===== src/rtl/pci_target_devsel.sv =====
// PCI target front end: address-phase detect, multi-BAR decode, DEVSEL#/TRDY# timing, data-phase tracking.
// Optional first-phase retry (STOP#) when the macro PCI_TARGET_RETRY_EN is defined.
module pci_target_devsel #(
    parameter int                     NUM_BARS     = 2,
    parameter logic [NUM_BARS*32-1:0] BAR_BASE     = {32'h0000_2000, 32'h1000_0000},
    parameter logic [NUM_BARS*32-1:0] BAR_MASK     = {32'hFFFF_FF00, 32'hFFFF_0000},
    parameter int                     DEVSEL_SPEED = 0,
    parameter logic [15:0]            CMD_EN       = 16'h00CC
) (
    input  logic                clk,
    input  logic                rst,
    input  logic                frame_n,
    input  logic                irdy_n,
    input  logic [31:0]         ad,
    input  logic [3:0]          cbe_n,
    input  logic                be_ready,
    output logic                devsel_n,
    output logic                trdy_n,
    output logic                stop_n,
    output logic [NUM_BARS-1:0] bar_hit,
    output logic [31:0]         addr_q,
    output logic [3:0]          cmd_q,
    output logic                data_xfer,
    output logic                busy
);

    // The illegal speed code 3 is treated as slow.
    localparam int         SPEED    = (DEVSEL_SPEED > 2) ? 2 : DEVSEL_SPEED;
    localparam logic [1:0] CNT_INIT = (SPEED > 0) ? 2'(SPEED - 1) : 2'd0;

    typedef enum logic [2:0] {
        S_IDLE,
        S_BUSY,
        S_WAIT,
        S_DATA,
        S_RETRY
    } state_t;

    state_t              state_q;
    logic                frame_q;
    logic [1:0]          cnt_q;
    logic                devsel_n_q;
    logic                trdy_n_q;
    logic [NUM_BARS-1:0] bar_hit_q;
    logic [NUM_BARS-1:0] hit_raw;
    logic [NUM_BARS-1:0] hit_onehot;
    logic                claim;
    logic                addr_phase;

    genvar gi;
    generate
        for (gi = 0; gi < NUM_BARS; gi++) begin : g_bar
            localparam logic [31:0] BASE = BAR_BASE[32*gi +: 32];
            localparam logic [31:0] MASK = BAR_MASK[32*gi +: 32];
            assign hit_raw[gi] = ((ad & MASK) == (BASE & MASK));
        end
    endgenerate

    // Isolate the lowest set bit so the lowest-index BAR wins overlapping windows.
    assign hit_onehot = hit_raw & (~hit_raw + NUM_BARS'(1));
    assign claim      = CMD_EN[cbe_n] & (|hit_raw);
    assign addr_phase = ~frame_n & frame_q;

    assign data_xfer = (state_q == S_DATA) & ~irdy_n & ~trdy_n_q;
    assign busy      = (state_q != S_IDLE);
    assign devsel_n  = devsel_n_q;
    assign trdy_n    = trdy_n_q;
    assign bar_hit   = bar_hit_q;

`ifdef PCI_TARGET_RETRY_EN
    logic       stop_n_q;
    logic       first_q;
    logic [3:0] rcnt_q;

    assign stop_n = stop_n_q;
`else
    assign stop_n = 1'b1;
`endif

    always_ff @(posedge clk) begin
        if (rst) begin
            state_q    <= S_IDLE;
            frame_q    <= 1'b1;
            cnt_q      <= 2'd0;
            devsel_n_q <= 1'b1;
            trdy_n_q   <= 1'b1;
            bar_hit_q  <= '0;
            addr_q     <= 32'd0;
            cmd_q      <= 4'd0;
`ifdef PCI_TARGET_RETRY_EN
            stop_n_q   <= 1'b1;
            first_q    <= 1'b0;
            rcnt_q     <= 4'd0;
`endif
        end else begin
            frame_q <= frame_n;
            case (state_q)
                S_IDLE: begin
                    if (addr_phase) begin
                        addr_q <= ad;
                        cmd_q  <= cbe_n;
                        if (claim) begin
                            bar_hit_q <= hit_onehot;
                            if (SPEED == 0) begin
                                devsel_n_q <= 1'b0;
                                state_q    <= S_DATA;
`ifdef PCI_TARGET_RETRY_EN
                                first_q    <= 1'b1;
                                rcnt_q     <= 4'd0;
`endif
                            end else begin
                                cnt_q   <= CNT_INIT;
                                state_q <= S_WAIT;
                            end
                        end else begin
                            state_q <= S_BUSY;
                        end
                    end
                end

                // Transaction owned by someone else; wait for the bus to go idle.
                S_BUSY: begin
                    if (frame_n && irdy_n) begin
                        state_q <= S_IDLE;
                    end
                end

                S_WAIT: begin
                    if (frame_n && irdy_n) begin
                        state_q    <= S_IDLE;
                        devsel_n_q <= 1'b1;
                        bar_hit_q  <= '0;
                    end else if (cnt_q == 2'd0) begin
                        devsel_n_q <= 1'b0;
                        state_q    <= S_DATA;
`ifdef PCI_TARGET_RETRY_EN
                        first_q    <= 1'b1;
                        rcnt_q     <= 4'd0;
`endif
                    end else begin
                        cnt_q <= cnt_q - 2'd1;
                    end
                end

                S_DATA: begin
                    if (data_xfer) begin
                        addr_q <= addr_q + 32'd4;
                    end
                    if (data_xfer && frame_n) begin
                        trdy_n_q   <= 1'b1;
                        devsel_n_q <= 1'b1;
                        bar_hit_q  <= '0;
                        state_q    <= S_IDLE;
                    end
`ifdef PCI_TARGET_RETRY_EN
                    else if (first_q && !data_xfer && (rcnt_q == 4'hF)) begin
                        stop_n_q <= 1'b0;
                        trdy_n_q <= 1'b1;
                        state_q  <= S_RETRY;
                    end
`endif
                    else begin
                        trdy_n_q <= ~be_ready;
                    end
`ifdef PCI_TARGET_RETRY_EN
                    if (data_xfer) begin
                        first_q <= 1'b0;
                    end else if (first_q) begin
                        rcnt_q <= rcnt_q + 4'd1;
                    end
`endif
                end

`ifdef PCI_TARGET_RETRY_EN
                // Hold STOP# until the initiator drops FRAME#.
                S_RETRY: begin
                    if (frame_n) begin
                        stop_n_q   <= 1'b1;
                        devsel_n_q <= 1'b1;
                        bar_hit_q  <= '0;
                        first_q    <= 1'b0;
                        state_q    <= S_IDLE;
                    end
                end
`endif

                default: begin
                    state_q    <= S_IDLE;
                    devsel_n_q <= 1'b1;
                    trdy_n_q   <= 1'b1;
                    bar_hit_q  <= '0;
                end
            endcase
        end
    end

endmodule


===== config.mk =====
export PLATFORM = sky130hd
export DESIGN_NAME = pci_target_devsel
export DESIGN_NICKNAME = d
export VERILOG_FILES = /design/src/rtl/pci_target_devsel.sv
export SDC_FILE = /design/constraint.sdc
export NUM_CORES = 1
export LEC_CHECK = 0
export BUFFER_PORTS_ARGS = -buffer_cell sky130_fd_sc_hd__buf_4
export CAP_MARGIN = 25
export CORE_ASPECT_RATIO = 1.5
export CORE_MARGIN = 2
export CORE_UTILIZATION = 36
export CTS_CLUSTER_DIAMETER = 30
export CTS_CLUSTER_SIZE = 8
export DETAILED_ROUTE_END_ITERATION = 10
export GPL_ROUTABILITY_DRIVEN = 1
export GPL_TIMING_DRIVEN = 0
export PLACE_DENSITY = 0.72
export SYNTH_ARGS = -nofsm -noshare
export SYNTH_HDL_FRONTEND = slang
export SYNTH_SLANG_ARGS = --single-unit

===== constraint.sdc =====
create_clock -name clk -period 2 [get_ports clk]
set_clock_uncertainty 0.2 [all_clocks]
set_input_delay 0.2 -clock clk [delete_from_list [all_inputs] [get_ports clk]]
set_output_delay 0.2 -clock clk [all_outputs]
set_load 0.03 [all_outputs]

==> impl_results.md, run 1 <==
- Sw Share: 32.8%
- Finished Cell Area: 4380 µm²
- Compound-cell area share of the yosys netlist: 22.9%
- GP Congestion: 0.936
- Main combinational cell family by area after synthesis: simple AND/OR/NAND/NOR gates
- Die Area: 8260 µm²
- Clk sinks: 45
- First-pass GRT wire length: 16.0 mm
- FF+latch count, synth: 45
- Unrepaired setup endpoints after global routing: yes
- Status: complete, but fails checks
- Reg clk slew, reported paths: 90 ps
- Adder-Cell Fraction of Synth Area: 0.923%
- Share of flip-flops with an asynchronous set or reset: 0%
- Power Internal: 0.00152 W
- Violated checks: negative setup slack
- WP data arrival: 2170 ps
- Critical setup path kind: flop to flop
- Logic pwr share: 25.8%
- Synth Net Count: 406
- Netlist cell types: 59
- Worst-Margin Slew: 687 ps
- Final Hold Vio Count: 0
- Vias per cell: 5.86
- GR Util All Layers: 25.4%
- Initial core utilization: 37.3%
- Crit Path Max Fanout: 6
- CTS tree: built
- Vias in the first global route: 3233
- Std-Cell Rows: 38
- Setup ws final: -138 ps
- Largest net degree at the start of global routing: 14
- Synth Area per Inst: 7.47 µm²
- Die width: 74.9 µm
- TritonCTS buffer count: 5
- Ports: 84
- Part of the power in registers: 45.0%
- CTS max path bufs: 2
- Layout area overhead: 61.4%
- Yosys warning count: 0
- Number of synthesized flops with an enable pin: 0
- Setup crit end kind: flop
- R2R Setup Slk: -140 ps
- Worst setup SP type: flop
- PD cells: 519 nW/µm²
- Synth Cell Area: 2710 µm²
- Area after DPL: 3560 µm²
- Total core area: 7270 µm²
- Residual DRC: 0
- Top_reg_cell synth: dfxtp_1
- Hpwl dp: 7.18 mm
- Post-synthesis mux area share: 3.00%
- Worst-Skew Late Latency: 310 ps
- Psw: 0.000745 W
- Router iterations before antenna repair: 7
- Final setup vio count: 12
- Xor/xnor share of the synthesized area: 0.323%
- Period utilization: 107%
- Final min period: 2140 ps
- Max Slew Vio Count: 0
- Cells after Synth: 363
- Number of routed nets with antenna violations: 0
- Routed length per instance: 18.1 µm
- Max cap viols: 0
- Clock root buffer: clkbuf_8
- Share of cells above drive strength 1: 39.8%
- Initial antenna violation count: 0
- Worst endpoint required time: 2040 ps
- LEAKAGE: 1.81 nW
- Final Core Density: 60.1%
- Max Clk Rate: 468 MHz
- Hold Crit Class: input pin to flop
- I/O Buffers: 82
- Final WL: 10.9 mm
- Simple-gate area share of the yosys netlist: 34.1%
- Drt first-iter violations: 410
- CTS H-tree lvls: 2
- Final nets: 545
- Sequential-to-total area share from yosys stat: 33.2%
- Slew HR: 53.8%
- Clock power share: 29.2%
- Die extent in y: 110 µm
- N_diodes: 0
- Via Count: 3532
- Total grt overflow: 0
- Worst vdd ir: 0.290 mV
## layout make-up
| cell class | count | area [µm²] |
|---|---|---|
| flip-flops and latches | 45 | 957 |
| repair buffers | 132 | 1070 |
| plain buffers | 27 | 193 |
| multi-input cells | 282 | 1890 |
| clock inverters | 1 | 5.00 |
| well taps | 100 | 125 |
| inverters | 9 | 33.8 |
| fillers | 663 | 2900 |
| clock buffers | 7 | 96.3 |
## worst paths after layout
kind | cells after the start | to | start
max | 7 | addr_q[19] | addr_q[7]
min | 3 | addr_q[10] | ad[10]
max reg2reg | 7 | addr_q[19] | addr_q[7]
min reg2reg | 2 | cmd_q[0] | cmd_q[0]
## logic make-up after synthesis
| family | after synthesis |
|---|---|
| buffers and inverters | 36 |
| AO/OA/AOI/OAI | 96 |
| other | 1 |
| multiplexers | 8 |
| AND/OR/NAND/NOR | 174 |
| flip-flops | 45 |
| adder cells (fa/ha/maj) | 2 |
| XOR/XNOR | 1 |
## Yosys cell counts, types with 2 or more instances
library cell	n	area, µm²
buf_2	4	20.0
a31oi_1	10	62.6
nor3_1	15	75.1
a21o_1	2	15.0
a2bb2oi_1	3	26.3
nor2b_1	3	18.8
o31ai_1	3	22.5
a22oi_1	4	30.0
o211ai_1	2	15.0
dfxtp_1	45	901
a32oi_1	2	17.5
ha_1	2	25.0
o311ai_0	2	17.5
buf_1	4	15.0
nand2_1	43	161
nand4_1	6	37.5
or2_2	3	18.8
mux2i_1	7	70.1
nor4_1	10	62.6
nand3_1	20	100
nor4b_1	3	26.3
and2_1	2	12.5
o32ai_1	2	17.5
clkbuf_1	18	67.6
inv_1	9	33.8
o21ai_0	13	65.1
a21oi_1	32	160
and3_1	11	68.8
nor2_1	33	124
or4_1	3	22.5
or3_1	7	43.8
nand2b_1	4	25.0
o21a_1	3	22.5
a211oi_1	6	45.0
o22ai_1	3	18.8
## per-stage QoR
stage	hold slack [ps]	worst slack, ps	std cells	TNS (ps)	total power, W
after global routing	20.0	-192	603	-1820	0.00234
after floorplan	96.6	-69.2	363	-117	0.00130
after CTS	15.8	-83.0	588	-620	0.00222
final	3.77	-138	603	-526	0.00227
after detailed placement	248	-530	545	-11400	0.00152
after global placement	244	-556	545	-11280	0.00152
## state kept, by name, summed over array words and instances, names as in the netlist
register and flops:
trdy_n 1, cnt_q 2, cmd_q 4, frame_q 1, bar_hit 2, devsel_n 1, state_q 2, addr_q 32
## repair_timing
action	in CTS	in global routing
buffers inserted	15	15
hold buffers	20	0
setup endpoints to repair	39	34
gates resized for setup	46	38
hold endpoints to repair	20	0
pin swaps	11	24
## power groups by stage
stage | Combinational, W | Sequential, W | Clock, W
after floorplan | 0.000183 | 0.00112 | 0
after global placement | 0.000479 | 0.00104 | 0
after detailed placement | 0.000482 | 0.00104 | 0
after CTS | 0.000537 | 0.00102 | 0.000663
after global routing | 0.000621 | 0.00103 | 0.000694
final | 0.000585 | 0.00102 | 0.000664
## layer usage
layer  track usage [%]  share of wire, %  vias to the layer above
met2              42.9                51                      209
met5                 0                 0                        -
met1              30.6                38                     1662
li1                  -                 -                     1622
met4              14.7               3.8                        0
met3              2.73               7.6                       39
## worst max-delay path: stages, from the launching register on
cell	delay [ps]
dfxtp_4	400
nand4_4	150
buf_6	160
nor4_4	300
nand2_2	160
buf_6	150
or3_1	370
a31oi_1	170
## layout by cell type (no fill, tap or decap), types with 8 or more instances in the layout
cell,n
clkbuf_2,8
dlygate4sd3_1,20
dfxtp_2,12
inv_1,9
and3_1,11
nand3_1,19
nor3_1,11
dfxtp_1,22
buf_4,111
nor2_1,31
a31oi_1,10
dfxtp_4,11
clkbuf_8,8
o21ai_0,10
a21oi_1,31
nand2_1,42
No activity file was read; power rests on OpenSTA's default activity.
==> inputs of run 2 (changes only) <==
--- a/config.mk
+++ b/config.mk
@@ -16,6 +16,7 @@
 export GPL_ROUTABILITY_DRIVEN = 1
 export GPL_TIMING_DRIVEN = 0
 export PLACE_DENSITY = 0.72
+export SETUP_SLACK_MARGIN = 0.4
 export SYNTH_ARGS = -nofsm -noshare
 export SYNTH_HDL_FRONTEND = slang
 export SYNTH_SLANG_ARGS = --single-unit
==> impl_results.md, run 2 (synthesized netlist as in run 1, its figures left out) <==
- Status: complete, but fails checks (unchanged)
- Violated checks: negative hold slack, negative setup slack (was negative setup slack)
- R2R Setup Slk: -130 ps (was -140 ps)
- Std-Cell Rows: 38 (unchanged)
- Ports: 84 (unchanged)
- Vias in the first global route: 3761 (was 3233)
- Total grt overflow: 0 (unchanged)
- Worst vdd ir: 0.480 mV (was 0.290 mV)
- Reg clk slew, reported paths: 90 ps (about the same)
- Max cap viols: 0 (unchanged)
- Die extent in y: 110 µm (unchanged)
- Clk sinks: 45 (unchanged)
- Crit path launch: state_q[0] (was addr_q[7])
- Final setup vio count: 16 (was 12)
- Final nets: 574 (was 545)
- Worst endpoint required time: 2060 ps (was 2040 ps)
- Clock root buffer: clkbuf_8 (unchanged)
- I/O Buffers: 82 (unchanged)
- Largest net degree at the start of global routing: 14 (unchanged)
- Area after DPL: 3730 µm² (was 3560 µm²)
- Commonest non-fill, non-tap cells in the layout: 111 x buf_4, 32 x nand2_1, 28 x nor2_1 (was 111 x buf_4, 42 x nand2_1, 31 x a21oi_1, 31 x nor2_1, 22 x dfxtp_1)
- Worst setup SP type: flop (unchanged)
- GP Congestion: 0.920 (was 0.936)
- Number of routed nets with antenna violations: 0 (unchanged)
- Residual DRC: 0 (unchanged)
- Vias per cell: 6.25 (was 5.86)
- Final Hold Vio Count: 1 (was 0)
- GR Util All Layers: 31.6% (was 25.4%)
- Initial antenna violation count: 0 (unchanged)
- CTS tree: built (unchanged)
- Final min period: 2130 ps (was 2140 ps)
- GR Util met1: 34.1% (was 30.6%)
- PD cells: 480 nW/µm² (was 519 nW/µm²)
- Cell depth of the worst flop-to-flop path: 6 (was 7)
- Setup crit end kind: flop (unchanged)
- Hold Crit Class: input pin to flop (unchanged)
- N_diodes: 0 (unchanged)
- GRT busiest layer: met2 (unchanged)
- Total core area: 7270 µm² (unchanged)
- Worst Setup EP: bar_hit[1] (was addr_q[19])
- Most common cell after layout, fill and taps aside: buf_4 (unchanged)
- Grt met3 use: 6.09% (was 2.73%)
- Max Slew Vio Count: 0 (unchanged)
- Worst-Margin Slew: 833 ps (was 687 ps)
- LEAKAGE: 2.15 nW (was 1.81 nW)
- Unrepaired setup endpoints after global routing: yes (unchanged)
- Critical setup path kind: flop to flop (unchanged)
- Crit Path Max Fanout: 4 (was 6)
- Slew HR: 44.5% (was 53.8%)
- Layout area overhead: 94.0% (was 61.4%)
- Worst reg2reg path endpoint: bar_hit[1] (was addr_q[19])
- CTS max path bufs: 2 (unchanged)
- Share of cells above drive strength 1: 54.1% (was 39.8%)
- Worst reg2reg path startpoint: state_q[0] (was addr_q[7])
- Routed length per instance: 22.6 µm (was 18.1 µm)
- Max Clk Rate: 470 MHz (was 468 MHz)
- Final Core Density: 72.3% (was 60.1%)
- WP data arrival: 2190 ps (was 2170 ps)
- Hpwl dp: 7.50 mm (was 7.18 mm)
- Largest registers: addr_q: 32 flops, cmd_q: 4 flops (unchanged)
- First-pass GRT wire length: 19.4 mm (was 16.0 mm)
- Met2 usage: 53.2% (was 42.9%)
- Setup ws final: -129 ps (was -138 ps)
- Biggest register: addr_q (unchanged)
- Drt first-iter violations: 494 (was 410)
- Max reg flops: 32 (unchanged)
- Worst-Skew Late Latency: 320 ps (was 310 ps)
- Router iterations before antenna repair: 6 (was 7)
- CTS H-tree lvls: 2 (unchanged)
- Period utilization: 106% (was 107%)
- Initial core utilization: 37.3% (unchanged)
- Finished Cell Area: 5260 µm² (was 4380 µm²)
- Die Area: 8260 µm² (unchanged)
- Hold WS: -19.4 ps (was 3.77 ps)
- Fin cells: 632 (was 603)
- Via Count: 3950 (was 3532)
- Dpl cells: 545 (unchanged)
- Die width: 74.9 µm (unchanged)
- Final WL: 14.3 mm (was 10.9 mm)
- TritonCTS buffer count: 5 (unchanged)
-- run 2: timing repair --
action / CTS / global route
cloned: 5 / 2
gates resized for setup: 94 / 67
pin swaps: 27 / 24
hold buffers: 16 / 1
setup endpoints to repair: 44 / 46
setup buffers: 40 / 15
hold endpoints to repair: 17 / 1
-- run 2: metal layers --
metal	routed length [µm]	vias to the layer above	share of wire, %
met3	1330	106	9.3
met5	0	-	0
li1	-	1685	-
met1	4700	1828	33
met4	1130	0	7.9
met2	7120	331	50
-- run 2: worst min path at each step --
stage	startpoint	to	slack, ps	cells after the start
after detailed placement	cmd_q[2]	cmd_q[2]	250	2
after global routing	ad[15]	addr_q[15]	-10	3
after global placement	addr_q[1]	addr_q[1]	240	2
final	ad[15]	addr_q[15]	-20	3
after floorplan	frame_n	state_q[0]	100	1
after CTS	be_ready	trdy_n	3	4
-- run 2: critical path, stage by stage (launching register included) --
cell,delay [ps]
dfxtp_4,380
clkbuf_16,160
or2_4,230
nand3b_1,230
nor3_2,300
or4b_1,480
o21ai_1,90
-- run 2: report_power, final --
| group | switching, W | internal [W] |
|---|---|---|
| clock network | 0.000370 | 0.000314 |
| registers | 0.0000801 | 0.000941 |
| logic | 0.000415 | 0.000404 |
| total | 0.000864 | 0.00166 |
-- run 2: layout make-up --
cell class                 count  area [µm²]
buffer                        27         342
inverter                       9        33.8
tap                          100         125
clock buffer                   7        96.3
clock inverter                 1        5.00
fill                         485        2020
multi-input combinational    282        2180
timing repair buffer         161        1500
sequential                    45         985
-- run 2: stage by stage --
stage	total power, W	hold slack [ps]	worst slack (ps)	TNS, ps
after floorplan	0.00132	96.6	-3.29	-3.29
after global placement	0.00154	245	-195	-730
after detailed placement	0.00155	252	-218	-838
after CTS	0.00238	2.82	-56.1	-64.5
after global routing	0.00259	-10.2	-149	-1680
final	0.00252	-19.4	-129	-883
